File: src/rtl/lsu_resp_unit_if.sv
// Handshake bundle between the LSU and its neighbours: the EXU command channel,
// the data-memory req/ack port and the write-back result channel.
interface lsu_resp_unit_if;
    logic        lsu_valid;
    logic        lsu_ready;
    logic [31:0] lsu_addr;
    logic [31:0] lsu_data;
    logic [1:0]  lsu_mode;
    logic [2:0]  lsu_op;

    logic        mem_req;
    logic        mem_wen;
    logic [31:0] mem_addr;
    logic [31:0] mem_wdata;
    logic [3:0]  mem_wmask;
    logic        mem_ack;
    logic [31:0] mem_rdata;

    logic        wb_valid;
    logic        wb_ready;
    logic [31:0] wb_data;
    logic        wb_err;

    // master: the surroundings (EXU, memory, write-back); slave: the LSU itself
    modport master (
        output lsu_valid, lsu_addr, lsu_data, lsu_mode, lsu_op,
        input  lsu_ready,
        input  mem_req, mem_wen, mem_addr, mem_wdata, mem_wmask,
        output mem_ack, mem_rdata,
        input  wb_valid, wb_data, wb_err,
        output wb_ready
    );

    modport slave (
        input  lsu_valid, lsu_addr, lsu_data, lsu_mode, lsu_op,
        output lsu_ready,
        output mem_req, mem_wen, mem_addr, mem_wdata, mem_wmask,
        input  mem_ack, mem_rdata,
        output wb_valid, wb_data, wb_err,
        input  wb_ready
    );
endinterface

File: src/rtl/lsu_resp_unit.sv
// Load/store unit: takes one EXU command at a time, performs it on a req/ack
// data-memory port and returns the aligned/extended result to write-back.
module lsu_resp_unit #(
    parameter int TIMEOUT_CYCLES = 255,
    parameter int CNT_W          = 8
) (
    input  logic               clk,
    input  logic               reset,
    lsu_resp_unit_if.slave     bus
);

    typedef enum logic [1:0] {ST_IDLE, ST_REQ, ST_RESP} state_t;

    localparam logic [1:0] SZ_B = 2'd0;
    localparam logic [1:0] SZ_H = 2'd1;
    localparam logic [1:0] SZ_W = 2'd2;

    localparam logic [CNT_W-1:0] TO_LAST  = CNT_W'(TIMEOUT_CYCLES - 1);
    localparam bit               TO_EN    = (TIMEOUT_CYCLES != 0);

    state_t           state_reg;
    logic             ready_reg;
    logic [CNT_W-1:0] cnt_reg;
    logic [1:0]       off_reg;
    logic [1:0]       size_reg;
    logic             uns_reg;
    logic             store_reg;

    logic             mem_req_reg;
    logic             mem_wen_reg;
    logic [31:0]      mem_addr_reg;
    logic [31:0]      mem_wdata_reg;
    logic [3:0]       mem_wmask_reg;
    logic             wb_valid_reg;
    logic [31:0]      wb_data_reg;
    logic             wb_err_reg;

    // ---------------- command decode (IDLE side) ----------------
    logic [1:0]  in_size;
    logic [1:0]  in_off;
    logic        in_mem;
    logic        in_store;
    logic        in_misaligned;
    logic [31:0] st_wdata;
    logic [3:0]  st_mask;

    assign in_off   = bus.lsu_addr[1:0];
    assign in_mem   = bus.lsu_mode[0];
    assign in_store = (bus.lsu_mode == 2'b11);

    // Unsupported op encodings fall into the word case.
    always_comb begin
        in_size = SZ_W;
        case (bus.lsu_op)
            3'b000, 3'b100: in_size = SZ_B;
            3'b001, 3'b101: in_size = SZ_H;
            default:        in_size = SZ_W;
        endcase
    end

    assign in_misaligned = ((in_size == SZ_H) && in_off[0]) ||
                           ((in_size == SZ_W) && (in_off != 2'b00));

    always_comb begin
        st_wdata = bus.lsu_data;
        case (in_size)
            SZ_B:    st_wdata = {4{bus.lsu_data[7:0]}};
            SZ_H:    st_wdata = {2{bus.lsu_data[15:0]}};
            default: st_wdata = bus.lsu_data;
        endcase
    end

    // Lane enables; only evaluated for aligned accesses, where this equals the shifted mask.
    for (genvar gi = 0; gi < 4; gi++) begin : g_lane
        localparam logic [1:0] LANE = 2'(gi);
        assign st_mask[gi] = (in_size == SZ_W) ||
                             ((in_size == SZ_H) && (in_off[1] == LANE[1])) ||
                             ((in_size == SZ_B) && (in_off == LANE));
    end

    // ---------------- load extraction (REQ side) ----------------
    logic [31:0] rd_shift;
    logic [31:0] load_ext;

    assign rd_shift = bus.mem_rdata >> {off_reg, 3'b000};

    always_comb begin
        load_ext = bus.mem_rdata;
        case (size_reg)
            SZ_B:    load_ext = uns_reg ? {24'd0, rd_shift[7:0]}
                                        : {{24{rd_shift[7]}}, rd_shift[7:0]};
            SZ_H:    load_ext = uns_reg ? {16'd0, rd_shift[15:0]}
                                        : {{16{rd_shift[15]}}, rd_shift[15:0]};
            default: load_ext = bus.mem_rdata;
        endcase
    end

    // ---------------- control FSM with registered outputs ----------------
    always_ff @(posedge clk or negedge reset) begin
        if (!reset) begin
            state_reg     <= ST_IDLE;
            ready_reg     <= 1'b0;
            cnt_reg       <= '0;
            off_reg       <= 2'b00;
            size_reg      <= SZ_W;
            uns_reg       <= 1'b0;
            store_reg     <= 1'b0;
            mem_req_reg   <= 1'b0;
            mem_wen_reg   <= 1'b0;
            mem_addr_reg  <= '0;
            mem_wdata_reg <= '0;
            mem_wmask_reg <= '0;
            wb_valid_reg  <= 1'b0;
            wb_data_reg   <= '0;
            wb_err_reg    <= 1'b0;
        end else begin
            case (state_reg)
                ST_IDLE: begin
                    if (!ready_reg) begin
                        ready_reg <= 1'b1;
                    end else if (bus.lsu_valid) begin
                        ready_reg <= 1'b0;
                        off_reg   <= in_off;
                        size_reg  <= in_size;
                        uns_reg   <= bus.lsu_op[2];
                        store_reg <= in_store;
                        if (!in_mem) begin
                            state_reg    <= ST_RESP;
                            wb_valid_reg <= 1'b1;
                            wb_data_reg  <= bus.lsu_addr;
                            wb_err_reg   <= 1'b0;
                        end else if (in_misaligned) begin
                            state_reg    <= ST_RESP;
                            wb_valid_reg <= 1'b1;
                            wb_data_reg  <= '0;
                            wb_err_reg   <= 1'b1;
                        end else begin
                            state_reg     <= ST_REQ;
                            mem_req_reg   <= 1'b1;
                            mem_wen_reg   <= in_store;
                            mem_addr_reg  <= {bus.lsu_addr[31:2], 2'b00};
                            mem_wdata_reg <= in_store ? st_wdata : 32'd0;
                            mem_wmask_reg <= in_store ? st_mask : 4'b0000;
                        end
                    end
                end

                ST_REQ: begin
                    if (bus.mem_ack || (TO_EN && (cnt_reg == TO_LAST))) begin
                        state_reg     <= ST_RESP;
                        cnt_reg       <= '0;
                        mem_req_reg   <= 1'b0;
                        mem_wen_reg   <= 1'b0;
                        mem_wmask_reg <= 4'b0000;
                        wb_valid_reg  <= 1'b1;
                        // An ack in the final allowed cycle still wins over the timeout.
                        if (bus.mem_ack) begin
                            wb_data_reg <= store_reg ? 32'd0 : load_ext;
                            wb_err_reg  <= 1'b0;
                        end else begin
                            wb_data_reg <= '0;
                            wb_err_reg  <= 1'b1;
                        end
                    end else if (TO_EN) begin
                        cnt_reg <= cnt_reg + 1'b1;
                    end
                end

                ST_RESP: begin
                    if (bus.wb_ready) begin
                        state_reg    <= ST_IDLE;
                        wb_valid_reg <= 1'b0;
                        ready_reg    <= 1'b1;
                    end
                end

                default: begin
                    state_reg <= ST_IDLE;
                    ready_reg <= 1'b0;
                end
            endcase
        end
    end

    assign bus.lsu_ready = ready_reg;
    assign bus.mem_req   = mem_req_reg;
    assign bus.mem_wen   = mem_wen_reg;
    assign bus.mem_addr  = mem_addr_reg;
    assign bus.mem_wdata = mem_wdata_reg;
    assign bus.mem_wmask = mem_wmask_reg;
    assign bus.wb_valid  = wb_valid_reg;
    assign bus.wb_data   = wb_data_reg;
    assign bus.wb_err    = wb_err_reg;

endmodule

File: src/flat_wrapper.sv
// flat-port wrapper written by rule: the top's interface ports become plain ports
module lsu_resp_unit_flat 
#(
    parameter int TIMEOUT_CYCLES = 255,
    parameter int CNT_W          = 8
)
  (clk, reset, bus_lsu_valid, bus_lsu_addr, bus_lsu_data, bus_lsu_mode, bus_lsu_op, bus_lsu_ready, bus_mem_req, bus_mem_wen, bus_mem_addr, bus_mem_wdata, bus_mem_wmask, bus_mem_ack, bus_mem_rdata, bus_wb_valid, bus_wb_data, bus_wb_err, bus_wb_ready);
  lsu_resp_unit_if bus_i ();
  input  logic clk;
  input  logic reset;
  input wire logic [$bits(bus_i.lsu_valid)-1:0] bus_lsu_valid;
  input wire logic [$bits(bus_i.lsu_addr)-1:0] bus_lsu_addr;
  input wire logic [$bits(bus_i.lsu_data)-1:0] bus_lsu_data;
  input wire logic [$bits(bus_i.lsu_mode)-1:0] bus_lsu_mode;
  input wire logic [$bits(bus_i.lsu_op)-1:0] bus_lsu_op;
  output wire logic [$bits(bus_i.lsu_ready)-1:0] bus_lsu_ready;
  output wire logic [$bits(bus_i.mem_req)-1:0] bus_mem_req;
  output wire logic [$bits(bus_i.mem_wen)-1:0] bus_mem_wen;
  output wire logic [$bits(bus_i.mem_addr)-1:0] bus_mem_addr;
  output wire logic [$bits(bus_i.mem_wdata)-1:0] bus_mem_wdata;
  output wire logic [$bits(bus_i.mem_wmask)-1:0] bus_mem_wmask;
  input wire logic [$bits(bus_i.mem_ack)-1:0] bus_mem_ack;
  input wire logic [$bits(bus_i.mem_rdata)-1:0] bus_mem_rdata;
  output wire logic [$bits(bus_i.wb_valid)-1:0] bus_wb_valid;
  output wire logic [$bits(bus_i.wb_data)-1:0] bus_wb_data;
  output wire logic [$bits(bus_i.wb_err)-1:0] bus_wb_err;
  input wire logic [$bits(bus_i.wb_ready)-1:0] bus_wb_ready;
  assign bus_i.lsu_valid = bus_lsu_valid;
  assign bus_i.lsu_addr = bus_lsu_addr;
  assign bus_i.lsu_data = bus_lsu_data;
  assign bus_i.lsu_mode = bus_lsu_mode;
  assign bus_i.lsu_op = bus_lsu_op;
  assign bus_lsu_ready = bus_i.lsu_ready;
  assign bus_mem_req = bus_i.mem_req;
  assign bus_mem_wen = bus_i.mem_wen;
  assign bus_mem_addr = bus_i.mem_addr;
  assign bus_mem_wdata = bus_i.mem_wdata;
  assign bus_mem_wmask = bus_i.mem_wmask;
  assign bus_i.mem_ack = bus_mem_ack;
  assign bus_i.mem_rdata = bus_mem_rdata;
  assign bus_wb_valid = bus_i.wb_valid;
  assign bus_wb_data = bus_i.wb_data;
  assign bus_wb_err = bus_i.wb_err;
  assign bus_i.wb_ready = bus_wb_ready;
  lsu_resp_unit #(.TIMEOUT_CYCLES(TIMEOUT_CYCLES), .CNT_W(CNT_W)) u_core (.clk(clk), .reset(reset), .bus(bus_i));
endmodule
File: config.mk
export PLATFORM = sky130hd
export DESIGN_NAME = lsu_resp_unit_flat
export DESIGN_NICKNAME = d
export VERILOG_FILES = /design/src/rtl/lsu_resp_unit_if.sv /design/src/rtl/lsu_resp_unit.sv /design/src/flat_wrapper.sv
export SDC_FILE = /design/constraint.sdc
export NUM_CORES = 1
export LEC_CHECK = 0
export CAP_MARGIN = 5
export CORE_AREA = 2 2 124 126
export DETAILED_ROUTE_END_ITERATION = 10
export DIE_AREA = 0 0 126 128
export GPL_ROUTABILITY_DRIVEN = 0
export PLACE_DENSITY = 0.75
export SKIP_CTS_REPAIR_TIMING = 1
export SYNTH_ARGS = -nofsm -noshare
export SYNTH_HDL_FRONTEND = slang
export SYNTH_SLANG_ARGS = --single-unit
File: constraint.sdc
create_clock -name clk -period 2 [get_ports clk]
set_clock_uncertainty 0.2 [all_clocks]
set_input_delay 0.6 -clock clk [delete_from_list [all_inputs] [get_ports clk]]
set_output_delay 0.6 -clock clk [all_outputs]
set_load 0.1 [all_outputs]
Word-level counts from Yosys, hierarchy flattened
Cells that the tools add are included.
- add/subtract/negate cells: 1
- multiply operators: 0
- div/mod/pow operators: 0
- magnitude comparators: 0
- eq/ne operators: 20
- shift operators: 1
- multiplexer cells: 57
- bitwise operators: 3
- reduce and logical (&&, ||, !) cells: 33
- operator list (cell ; number):
    $mux 32 ; 10
    $pmux 32 s2 ; 3
    $shr 32x5->16 ; 1
    $mux 4 ; 6
    $mux 1 ; 23
    $mux 2 ; 6
    $reduce_and 6->1 ; 2
    $eq 2x2->1 const B ; 5
    $reduce_and 5->1 ; 2
    $add 8x1->8 const B ; 1
    $eq 2x1->1 const B ; 4
    $eq 8x8->1 const B ; 1
    $logic_and 1x1->1 ; 8
    $logic_not 2->1 ; 4
    $logic_or 1x1->1 ; 8
    $mux 8 ; 1
    $ne 2x2->1 const B ; 4
    $pmux 4 s2 ; 1
    $eq 3x3->1 const B ; 2
    $pmux 1 s2 ; 3
    $pmux 1 s3 ; 2
    $pmux 2 s3 ; 1
    $ne 2x1->1 const B ; 2
    $pmux 2 s2 ; 1
    10 further kinds ; 14
- register bits after elaboration: 119
- bits in latches: 0
- RAM bits: 0
- memory bits (read-only): 0
- input port bits: 106
- output and inout bits: 105
- word-level logic and storage cells: 130
- memories: 0

Longest topological paths before layout
- depth in word-level cells: 13
- depth in mapped cells: 9
- depth with buffers taken out: 7

Worst setup path before layout
OpenSTA, ideal clock, no wires.
- path kind: flip-flop to flip-flop
- start point: reg u_core.ready_reg, in the netlist u_core.bus.lsu_ready
- end point: reg u_core.wb_err_reg, in the netlist u_core.bus.wb_err
- library setup time: 0.126 ns
- arrival time: 1.894 ns
- data required time: 1.674 ns
- setup slack: -0.221 ns
- stages on the path, launching flop included: 7
- buffers on the path: 2
- clock period less this slack: 2.221 ns
- cells stage by stage: dfrtp_1 -> a21oi_1 -> nor2_1 -> and3_1 -> clkbuf_2 -> buf_6 -> mux2_4
- longest elaborated chain between the ends: 2
- RTL lines (what ; RTL line ; text):
    start: declaration ; lsu_resp_unit.sv:22 ; logic ready_reg;
    start signal: assignment ; lsu_resp_unit.sv:102 ; ready_reg <= 1'b0;
    start signal: assignment ; lsu_resp_unit.sv:120 ; ready_reg <= 1'b1;
    start signal: assignment ; lsu_resp_unit.sv:122 ; ready_reg <= 1'b0;
    $ne 2x1->1 (no line) ; n/a ;
    $reduce_and 5->1 (no line) ; n/a ;
    end signal: assignment ; lsu_resp_unit.sv:115 ; wb_err_reg <= 1'b0;
    end signal: assignment ; lsu_resp_unit.sv:131 ; wb_err_reg <= 1'b0;
    end signal: assignment ; lsu_resp_unit.sv:136 ; wb_err_reg <= 1'b1;
    end: declaration ; lsu_resp_unit.sv:36 ; logic wb_err_reg;
No other way between the ends.
A chain may end at the register's enable or synchronous reset.

Worst setup path after layout
- start point: in bus_mem_rdata[12]
- end point: reg u_core.wb_data_reg[12], in the netlist u_core.bus.wb_data[12]
- longest elaborated chain between the ends: 7
- RTL lines (what ; RTL line ; text):
    start: declaration ; flat_wrapper.sv:23 ; input wire logic [$bits(bus_i.mem_rdata)-1:0] bus_mem_rdata;
    $shr 32x5->16 ; lsu_resp_unit.sv:85 ; assign rd_shift = bus.mem_rdata >> {off_reg, 3'b000};
    $mux 32 ; lsu_resp_unit.sv:92 ; SZ_H: load_ext = uns_reg ? {16'd0, rd_shift[15:0]}
    $pmux 32 s2 * ; lsu_resp_unit.sv:89 ; case (size_reg)
    $mux 32 * ; lsu_resp_unit.sv:158 ; wb_data_reg <= store_reg ? 32'd0 : load_ext;
    $mux 32 * ; lsu_resp_unit.sv:157 ; if (bus.mem_ack) begin
    $mux 32 * ; lsu_resp_unit.sv:149 ; if (bus.mem_ack || (TO_EN && (cnt_reg == TO_LAST))) begin
    $pmux 32 s2 * ; lsu_resp_unit.sv:117 ; case (state_reg)
    end signal: assignment ; lsu_resp_unit.sv:130 ; wb_data_reg <= bus.lsu_addr;
    end signal: assignment ; lsu_resp_unit.sv:158 ;
    end: declaration ; lsu_resp_unit.sv:35 ; logic [31:0] wb_data_reg;
Every way passes the cells marked *; elsewhere a longest branch is shown, timed or not. The select of a mux whose other input is x is not followed.

==> results summary <==
The setup check on the worst reg-to-reg path leaves a slack of -0.05 ns. The clock-pin slew on the worst setup and hold paths is 0.05 ns. The critical path endpoint category is a register. Walking the worst path, the cells encountered are clkdlybuf4s50_1 -> mux2i_1 -> o21ai_0 -> a222oi_1 -> a31oi_1. The data arrival time at the worst-slack endpoint is 2.13 ns.

The total number of vias is 5854. The post-detailed-route wirelength per cell came out at 22.4 um. The initial core utilization is 0.393. The Yosys step of the flow raised 0 warnings. The buffer depth of the longest clock path is 2. STA classifies the critical path startpoint as a primary input. The max-slew violation count was 0. At the end of the flow, the number of nets in the layout was 928.

The final worst-path cycle share came out at 1.03. Once layout is complete, the utilization of the core stands at 0.706. The number of distinct library cells after synthesis came out at 53. The initial antenna violation count came to 0.

The mapped cell area is 5840 um2. The final critical path time including I/O delays and setup came out at 2.06 ns. The total clock buffers created by CTS came out at 17. The number of port buffers came out at 208.

The violation count after the first detailed-route iteration came out at 657. The site row count came out at 45. In the global route stage, overall resource usage came out at 0.257. The worst setup path is of the in -> reg kind.

The path category of the worst min-delay check is reg -> reg. The number of global-route vias before repair came out at 5771. Entering global routing, the biggest net connects 50 pins. Among cell families on the critical path, the largest total delay comes from compound AO/OA/AOI/OAI gates. Summed over all layers, the routed wires come to 22900 um.

The async set-or-reset flop fraction in the synthesized netlist is 1.00. The placeable core area is 14900 um2. For this run, the register share of the synthesized area comes to 0.510. The number of nets still failing antenna checks after routing is 0. The final setup TNS came out at -0.129 ns.

The remaining global-route overflow came out at 0. The layout overhead on the synthesized area is 79.7%. The number of iterations in the first detailed-routing pass is 10. The buffers plus inverters on the worst setup path is 1. The clock latency on the worst-skew pair came out at 0.42 ns. The flow ran to the end, but the final reports show violations.

The die is 126 um wide. Setup repair after global routing could not meet its margin everywhere. The H-tree depth reported by CTS is 4. The count of final hold-check violations is 0. The slowest stage of the critical path is the clkdlybuf4s50_1 cell.

The top-level I/O count is 211. The final worst setup slack came out at -0.0579 ns. The die is 128 um tall. The vias per cell is 5.73. The total of max-cap violations came out at 0. The number of synthesized register bits came out at 119. The post-synthesis area per instance is 10.4 um2. The number of flops mapped to enable cells by yosys came out at 0.

For the worst setup path, the data required time is 2.07 ns. The count of endpoints failing setup in the final report is 5. The floorplan step defined a die boundary enclosing 16100 um2. TritonCTS built the clock tree. The share of post-route cells with drive strength above 1 is 0.334. In this run the clock root is driven by a clkbuf_16. The wire length of the first global-routing pass is 31900 um. The final routed DRC violation total came out at 0. The total of fill cells in the finished design came out at 968.

The synthesized netlist cell count is 564. The largest incremental delay on the critical path came out at 0.46 ns. The worst pin sits at a relative slew slack of 0.650. The measured slew at the worst slew-check pin is 0.525 ns. The achievable clock frequency is 0.486 GHz. The checks that failed: negative setup slack. The area taken by multi-input logic gates is 2720 um2. The clock sink count came out at 119.

The maximum fanout count along the critical path is 2. The sequential standard cell area is 2980 um2. The wire-length estimate of the detail-placed layout is 15400 um. Among all flip-flop cells after synthesis, the most frequent one is dfrtp_1.
==> synthesized netlist by cell type (2+ instances only) <==
cell	number	area share
and3_1	4	0.0043
nor3b_2	2	0.0043
nand2b_1	5	0.0054
buf_1	2	0.0013
nor2b_1	5	0.0054
ha_1	2	0.0043
buf_6	9	0.017
a222oi_1	7	0.012
nand2_1	76	0.049
a21o_1	2	0.0026
buf_4	2	0.0026
o21ai_0	28	0.024
o221ai_1	7	0.010
buf_2	16	0.014
o31ai_1	26	0.033
nor2_1	52	0.033
a221oi_1	2	0.0030
o211ai_1	2	0.0026
nand3b_1	3	0.0039
nand3_1	4	0.0034
a21oi_1	14	0.012
inv_1	13	0.0084
clkbuf_1	15	0.0096
a31oi_1	30	0.032
a22oi_1	23	0.030
o21ai_1	4	0.0034
mux2i_1	33	0.057
mux2_2	34	0.066
dfrtp_1	118	0.51
==> placed cells by master (no fill, tap or decap), drive strengths merged, types with 2 or more instances in the layout <==
cell           instances
buf                  172
dfrtp                118
clkdlybuf4s50         96
nand2                 77
nor2                  53
mux2                  35
mux2i                 33
o21ai                 32
a31oi                 30
clkbuf                27
o31ai                 26
a22oi                 23
a21oi                 14
inv                   13
dlymetal6s2s           8
a222oi                 7
o221ai                 7
nand2b                 6
nor2b                  6
and3                   5
nand3                  4
clkinv                 4
nand3b                 3
nor3b                  3
and2                   3
o211ai                 2
a21o                   2
a221oi                 2
conb                   2
clkinvlp               2
bufinv                 2
ha                     2
==> final cells by class <==
class / instances / area share
repair buffers: 280 / 0.374
flip-flops and latches: 119 / 0.284
multi-input cells: 389 / 0.259
clock buffers: 24 / 0.0468
well taps: 188 / 0.0224
clock inverters: 8 / 0.00906
inverters: 13 / 0.00465
diodes: 1 / 0.000238
==> cell families (layout without fill, tap and decap cells) <==
group	after synthesis	count (layout)	share of synthesized area
buffers and inverters	58	325	0.0538
other	1	3	0.000642
DFF	119	119	0.510
adders and majority gates	2	2	0.00428
and+or+nand+nor	162	163	0.128
AOI/OAI and AO/OA	152	152	0.175
muxes	68	68	0.125
xor gates and xnor gates	2	2	0.00300
==> routing by layer <==
metal | routed length (um) | track usage
met5 | 0 | 0
met4 | 922 | 0.118
met3 | 2290 | 0.0751
met2 | 11200 | 0.435
met1 | 8470 | 0.303
==> through the flow <==
step	worst slack [ns]	hold slack, ns	instances	instance area [um2]
5_1_grt	-0.0986	0.348	1021	10500
6_report	-0.0579	0.304	1022	10500
3_5_place_dp	-0.622	0.244	978	9580
2_1_floorplan	-0.0591	0.104	565	5850
3_3_place_gp	-0.597	0.242	978	9580
4_1_cts	-0.243	-0.199	1010	10200
==> worst paths after layout <==
check,startpoint,end,cells past startpoint
max,bus_mem_rdata[12],u_core.bus.wb_data[12],5
min,u_core.cnt_reg[3],u_core.cnt_reg[3],1
max reg2reg,u_core.off_reg[1],u_core.bus.wb_data[12],5
min reg2reg,u_core.cnt_reg[3],u_core.cnt_reg[3],1
max in group asynchronous,reset,u_core.bus.wb_data[22],3
min in group asynchronous,reset,u_core.bus.mem_addr[4],2
Power is left out: the tool's default activity adds up to more than one toggle a clock period on the data nets, which glitch-free logic cannot reach.
